==> src/rtl/soc.sv <==
// soc: free-running tick counter shown as 8 hex digits on a multiplexed active-low seven-segment display
module soc #(
  parameter int SCAN_BITS = 2,
  parameter int TICK_BITS = 4
) (
  input  logic       clk,
  input  logic       rst,
  output logic [7:0] an = 8'hFF,
  output logic [6:0] a_to_g = 7'h7F
);
  localparam logic [6:0] seg_lut [16] = '{
    7'b0000001, 7'b1001111, 7'b0010010, 7'b0000110,
    7'b1001100, 7'b0100100, 7'b0100000, 7'b0001111,
    7'b0000000, 7'b0000100, 7'b0001000, 7'b1100000,
    7'b0110001, 7'b1000010, 7'b0110000, 7'b0111000
  };
  logic [TICK_BITS-1:0] tick_pre = '0;
  logic [31:0]          tick_cnt = '0;
  logic [SCAN_BITS-1:0] scan_pre = '0;
  logic [2:0]           idx = '0;
  logic [31:0]          disp = '0;
  logic                 scan_step;
  logic                 wrap;
  assign scan_step = &scan_pre;
  assign wrap = scan_step && idx == 3'd7;
  always_ff @(posedge clk) begin
    if (rst) begin
      tick_pre <= '0;
      tick_cnt <= '0;
      scan_pre <= '0;
      idx <= '0;
      disp <= '0;
      an <= 8'hFF;
      a_to_g <= 7'h7F;
    end else begin
      tick_pre <= tick_pre + 1'b1;
      tick_cnt <= tick_cnt + 32'(&tick_pre);
      scan_pre <= scan_pre + 1'b1;
      idx <= idx + 3'(scan_step);
      disp <= wrap ? tick_cnt : disp;
      an <= ~(8'b1 << idx);
      a_to_g <= seg_lut[disp[4*idx +: 4]];
    end
  end
endmodule

==> config.mk <==
export PLATFORM = sky130hd
export DESIGN_NAME = soc
export DESIGN_NICKNAME = d
export VERILOG_FILES = /design/src/rtl/soc.sv
export SDC_FILE = /design/constraint.sdc
export NUM_CORES = 1
export LEC_CHECK = 0
export BUFFER_PORTS_ARGS = -buffer_cell sky130_fd_sc_hd__buf_2
export CAP_MARGIN = 30
export CORE_UTILIZATION = 61
export DETAILED_ROUTE_END_ITERATION = 8
export MAX_ROUTING_LAYER = met4
export PLACE_DENSITY = 0.79
export SYNTH_ARGS = -nofsm -noshare
export SYNTH_HDL_FRONTEND = slang
export SYNTH_SLANG_ARGS = --single-unit
==> constraint.sdc <==
create_clock -name clk -period 2.89 [get_ports clk]
set_clock_uncertainty 0.1 [all_clocks]
set_input_delay 0.578 -clock clk [delete_from_list [all_inputs] [get_ports clk]]
set_output_delay 0.578 -clock clk [all_outputs]
set_load 0.02 [all_outputs]
# After elaboration in Yosys (flattened, before gate mapping)
# Memory sizes are Yosys's and may differ from the RTL's. A register that Yosys moved wholly into a read port is not among the register bits.
# Index checks and enable logic that the tools add are counted.
# word_totals
mem_bits_ro	112
ff_bits	81
memories	1
in_bits	2
# classes
bitwise_logic	2
n_reduce_logical	3
n_eq_ne	1
shifts	2
add_sub_neg	4
# memory_table
name	words	word_bits	rd	rd_clocked_by_memory_dff	wr	line	source
(no name shown)	16	7	1	1	0	42	a_to_g <= seg_lut[disp[4*idx +: 4]];
# op_table
operator	count
32-bit by 1-bit adder with 32-bit output	1
32-bit by 6-bit indexed part select with 4-bit output	1
8-bit inverter	1
1-bit by 3-bit << shifter with 8-bit output, first input constant	1
4-bit inverter with 5-bit output	1
4-bit by 1-bit adder with 4-bit output, second input constant	1
4-bit AND reduction	1
3-bit by 1-bit adder with 3-bit output	1
3-bit equality test, second input constant	1
2-bit by 1-bit adder with 2-bit output, second input constant	1
2-bit AND reduction	1
1-bit logical AND	1

# Depth between registers and ports, before layout
# Gate-level depths: netlist of the first run.
# depth
depth_word	2
depth_mapped	10

# Worst setup path before layout of the first run
# No wires, ideal clock.
# synth_path
path_kind	register to register
start	reg idx[1]
end	reg a_to_g[2]
stages_incl_launch_ff	9
period_less_slack_ps	2397
path_buffers	2
setup_slack_ps	493
t_arrival_ps	2175
setup_ps	122
cell_sequence	dfxtp_1 buf_2 buf_2 mux2i_1 a211oi_1 inv_1 ha_1 or2_1 a311o_1
# synth_between
elab_chain_cells	2
# synth_rtl
element	line	source
start: declaration	20	logic [2:0] idx = '0;
start signal: assignment	39	idx <= idx + 3'(scan_step);
32-bit by 6-bit indexed part select with 4-bit output	42	
4-bit inverter with 5-bit output (not written as such)	42	
end: declaration	9	output logic [6:0] a_to_g = 7'h7F
# Every way passes these cells.
# A chain may end at the register's enable or synchronous reset.

# Final worst setup path of the first run
# layout_path
start	reg idx[0]
end	reg a_to_g[2]
# Same word-level chain as after synthesis.

==> flow_summary.toml, run 1 <==
[sta]
fmax_mhz = 381
finalCritPeriodShare = 0.908
worst_pin_slew_ps = 581
timing.hold.ws_ps = 321
rsz0062_at_grt = "false"
finalWorstSetupSlack_ps = 265
tns_ps = 0
hold_viol = 0
slew_headroom = 0.612
setup_viol = 0
finalCriticalPeriod_ps = 2620
slew_violations = 0

[global_routing]
grt_usage = 0.246
grt_overflow = 0
antenna_found_initial = 0
grt_pass1_wl_um = 12000
grt_pass1_vias = 2615
grt_max_degree = 34

[synth]
synth-edff-count = 0
synth_area_per_cell_um2 = 8.75
synthArstFlopShare = 0
synth_nets = 450
synth_area_um2 = 3810
synth_common_cells = "dfxtp_1 (88), nand2_1 (81), a21oi_1 (40), nor2_1 (36), xnor2_1 (17)"
yosysTopAreaCell = "dfxtp_1"
synth_seq_cells = 88
synth.top_cell.area_share = 0.463
synth_cells = 435
ys.flop_type = "dfxtp_1"
yosysMostFrequentCell = "dfxtp_1"
yosysWarnings = 0
yosysUniqueCellTypes = 46
synth-seq-area-share = 0.463
synthTopCellsByArea = "dfxtp_1 (46%), nand2_1 (8.0%), a21oi_1 (5.3%)"

[route]
drt_first_pass_iters = 5
met2_length_um = 3390
num_vias = 2994
wl_met3_um = 302
routed_via_density = 5.69
wl_um = 7300
drtIter0Drc = 203
drc_errors = 0
highest_layer = "met4"
wl_met1_um = 3450
ant_nets = 0
wl_per_cell_um = 13.9

[status]
status = "complete, no violations"

[critical_path]
reg2reg_from = "idx[0]"
worstPathRequired_ps = 3030
crit_path_end_kind = "register"
worstSetupStartpointType = "register"
cp-startpoint = "idx[0]"
crit_arrival_ps = 2770
critPathKind = "register to register"
path_max_fanout = 12

[clock_network]
ctsHoldBuffers = 0
clk_latency_ps = 360
path_clk_slew_ps = 90
cts.sinks = 88
cts_buffers = 9
cts_max_path_buffers = 2
postCtsSetupBuffers = 0
tritoncts = "done"
cts_root_buf = "clkbuf_8"
cts_resized = 0
h-tree-depth = 3

[floorplan]
die-area_um2 = 6560
io_pins = 17
die_h_um = 81.0
rows = 28
initial_utilization = 0.639
die_x_um = 81.0
coreArea_um2 = 5960

[cells_and_area]
final_core_util = 0.693
num-fill-cells = 495
diodes = 0
final_nets = 461
area_growth_syn_to_layout_pct = 8.35
drive_gt1_frac = 0.106

[pwr]
p_leak_nw = 1.44
vdd_drop_max_uv = 328
p_per_area_nw_per_um2 = 509

[place]
dpl_worst_slack_ps = 294
place_congestion = 0.809
hpwl_um = 4970
port_buffers = 16

[worst_hold_path]
hold_path.class = "register to register"
min_from = "scan_pre[0]"

[flow_run]
drv_cap = 0
## registers in the layout, indices dropped and copies added (netlist names)
register / count
tick_pre: 4
scan_pre: 2
disp: 32
an: 8
a_to_g: 7
tick_cnt: 32
idx: 3
## cell usage in the layout, fill, tap and decap left out, drive strengths merged, types with 2 or more instances in the layout
cell type	Yosys	final
o221ai	2	2
nor3b	7	7
ha	13	13
inv	8	10
mux2i	9	9
and3	3	3
mux2	2	2
nand2b	4	4
or2	2	2
nand3	16	16
nand4	8	8
a211oi	2	2
nor3	7	7
and4	7	7
or3	5	5
a311o	2	2
clkbuf	16	11
xor2	11	11
clkinvlp	0	2
xnor2	17	17
a21oi	40	40
o211ai	2	2
buf	10	26
nand4b	2	2
nor2b	7	7
nor4	8	8
o21ai	8	8
mux4	2	2
dfxtp	88	88
nand2	82	82
nor2	36	36
## worst max-delay path: stages, from the launching register on
cell      delay (ps)
dfxtp_1          660
mux2i_1          330
a211oi_1         160
o21ai_4          300
inv_1            110
ha_1             260
or2_1            280
a311o_1          320
## kinds of logic (layout without fill, tap and decap cells)
kind of cell	after synthesis	after routing	synth area share
flip-flops	88	88	0.463
adder cells (fa/ha/maj)	13	13	0.0427
multiplexers	13	13	0.0447
XOR/XNOR	28	28	0.0644
AO/OA/AOI/OAI	61	61	0.0950
AND/OR/NAND/NOR	198	198	0.251
buffers and inverters	34	50	0.0394
## metrics by stage
stage / power [mW] / cell area [um^2] / std cells
after floorplan: 1.31 / 3810 / 435
after global placement: 1.33 / 3940 / 510
after detailed placement: 1.33 / 3940 / 510
after CTS: 2.11 / 4130 / 526
after global routing: 2.17 / 4130 / 526
final: 2.10 / 4130 / 526
## report_power, final
part           switching, mW  internal [mW]  total, mW  leakage (nW)
clock network          0.440          0.364      0.804        0.0924
logic                 0.0408         0.0225     0.0633         0.635
registers            0.00855           1.23       1.23         0.713
total                  0.489           1.61       2.10          1.44
## routing by layer
metal  GRT usage  up-vias
li1            -     1519
met2       0.374       80
met1       0.316     1379
met5           -        -
met3      0.0404       16
met4       0.123        0
## final cells by class
class                   count  area (um^2)  area share
inverters                   8         30.0     0.00728
clock buffers              11          151      0.0367
repair buffers             26          155      0.0376
multi-input cells         313         1900       0.460
flip-flops and latches     88         1760       0.427
clock inverters             5         37.5     0.00910
well taps                  75         93.8      0.0227
## path summary, 6_finish.rpt
kind	to	cells past startpoint	slack, ps
setup / recovery	a_to_g[2]	7	270
hold / removal	scan_pre[0]	1	320
setup reg to reg	a_to_g[2]	7	270
hold reg to reg	scan_pre[0]	1	320
Note: power is estimated with default switching activity, not from simulation.
==> run 2, diff against run 1 <==
- CELL_PAD_IN_SITES_DETAIL_PLACEMENT: default -> 1
- CELL_PAD_IN_SITES_GLOBAL_PLACEMENT: default -> 1
- CORE_UTILIZATION: 61 -> 30
- PLACE_DENSITY: 0.79 -> default
- PLACE_DENSITY_LB_ADDON: default -> 0.1
==> flow_summary.toml, run 2 (synthesized netlist as in run 1, its figures left out) <==
[sta]
finalCriticalPeriod_ps = 2520
worst_pin_slew_ps = 553
slew_violations = 0
setup_viol = 0
hold_viol = 0
rsz0062_at_grt = "false"
timing.hold.ws_ps = 319
fmax_mhz = 397
finalCritPeriodShare = 0.872
tns_ps = 0
slew_headroom = 0.631

[floorplan]
die-area_um2 = 13100
rows = 40
die_x_um = 115
coreArea_um2 = 12200
die_h_um = 115
io_pins = 17
initial_utilization = 0.312

[place]
port_buffers = 16
dpl-instance-area_um2 = 4060
place_congestion = 0.721
hpwl_um = 6350

[clock_network]
tritoncts = "done"
cts_resized = 0
clk_latency_ps = 350
postCtsSetupBuffers = 0
cts_root_buf = "clkbuf_16"
cts_buffers = 9
cts.sinks = 88
cts_max_path_buffers = 2
h-tree-depth = 3
path_clk_slew_ps = 60
ctsHoldBuffers = 0

[cells_and_area]
final_core_util = 0.360
final_nets = 462
largestRegisters = "disp (32), tick_cnt (32), an (8)"
multi_input_area_um2 = 1900
diodes = 0
num-fill-cells = 1477
area_growth_syn_to_layout_pct = 15.5
layout_commonest_cell = "dfxtp_1"
register_area_um2 = 1760
drive_gt1_frac = 0.104
mostFrequentLayoutCells = "dfxtp_1 (88), nand2_1 (81), a21oi_1 (40), nor2_1 (36), xnor2_1 (17)"
final_cell_area_um2 = 4400

[global_routing]
grt_pass1_vias = 3030
antenna_found_initial = 0
grt_pass1_wl_um = 15600
grt_usage = 0.159
grt_max_degree = 45
grt_overflow = 0

[critical_path]
reg2reg_from = "idx[0]"
cp-startpoint = "idx[0]"
critPathKind = "register to register"
max_stage_delay_ps = 550
path_max_fanout = 11
crit_arrival_ps = 2650
crit_chain = "buf_4 > mux2i_1 > a21oi_1 > o21ai_4 > inv_1 > ha_1 > or2_1 > a311o_1"
cp_slowest_cell = "dfxtp_1"
worstPathRequired_ps = 3020
worstSetupStartpointType = "register"
crit_path_end_kind = "register"

[pwr]
p_per_area_nw_per_um2 = 598
p_leak_nw = 1.51
total_power_mw = 2.63
vdd_drop_max_uv = 223

[status]
status = "complete, no violations"

[route]
wl_per_cell_um = 14.5
routed_via_density = 4.78
num_vias = 2965
drc_errors = 0
drt_first_pass_iters = 4
wl_um = 8970
ant_nets = 0
drtIter0Drc = 143

[worst_hold_path]
min_from = "scan_pre[0]"
hold_path.class = "register to register"

[flow_run]
drv_cap = 0
[run 2: cell type report]
class | count | share of cell area
tap | 168 | 0.0478
multi-input combinational | 313 | 0.431
timing repair buffer | 27 | 0.0370
clock inverter | 5 | 0.0239
sequential | 88 | 0.401
clock buffer | 11 | 0.0529
inverter | 8 | 0.00683
[run 2: final timing paths]
kind	slack, ps	cells past startpoint	endpoint
worst max-delay path	370	8	a_to_g[2]
worst min-delay path	320	1	scan_pre[0]
worst max register to register	370	8	a_to_g[2]
worst min register to register	320	1	scan_pre[0]
[run 2: power by group]
group          internal (mW)  total (mW)  switching, mW
registers               1.23        1.23        0.00777
clock network          0.845        1.33          0.482
logic                 0.0228      0.0682         0.0454
[run 2: critical path: cells and delay by family, from the launching register on]
| kind | cells | cell delay, ps |
|---|---|---|
| AOI/OAI and AO/OA | 3 | 670 |
| DFF | 1 | 550 |
| buffers and inverters | 2 | 360 |
| adders and majority gates | 1 | 260 |
| and+or+nand+nor | 1 | 260 |
| muxes | 1 | 190 |
[run 2: metal layers]
metal  vias to the layer above  GRT usage  wire [um]
li1                       1511          -          -
met1                      1423      0.207       4590
met2                        23      0.240       4040
met3                         8     0.0365        230
met4                         0     0.0597        112
met5                         -          -          0
[run 2: through the flow]
stage | setup WS, ps | instances
final | 369 | 620
after global routing | 96.7 | 620
after CTS | 323 | 620
after detailed placement | 355 | 604
after global placement | 392 | 604
after floorplan | 493 | 435
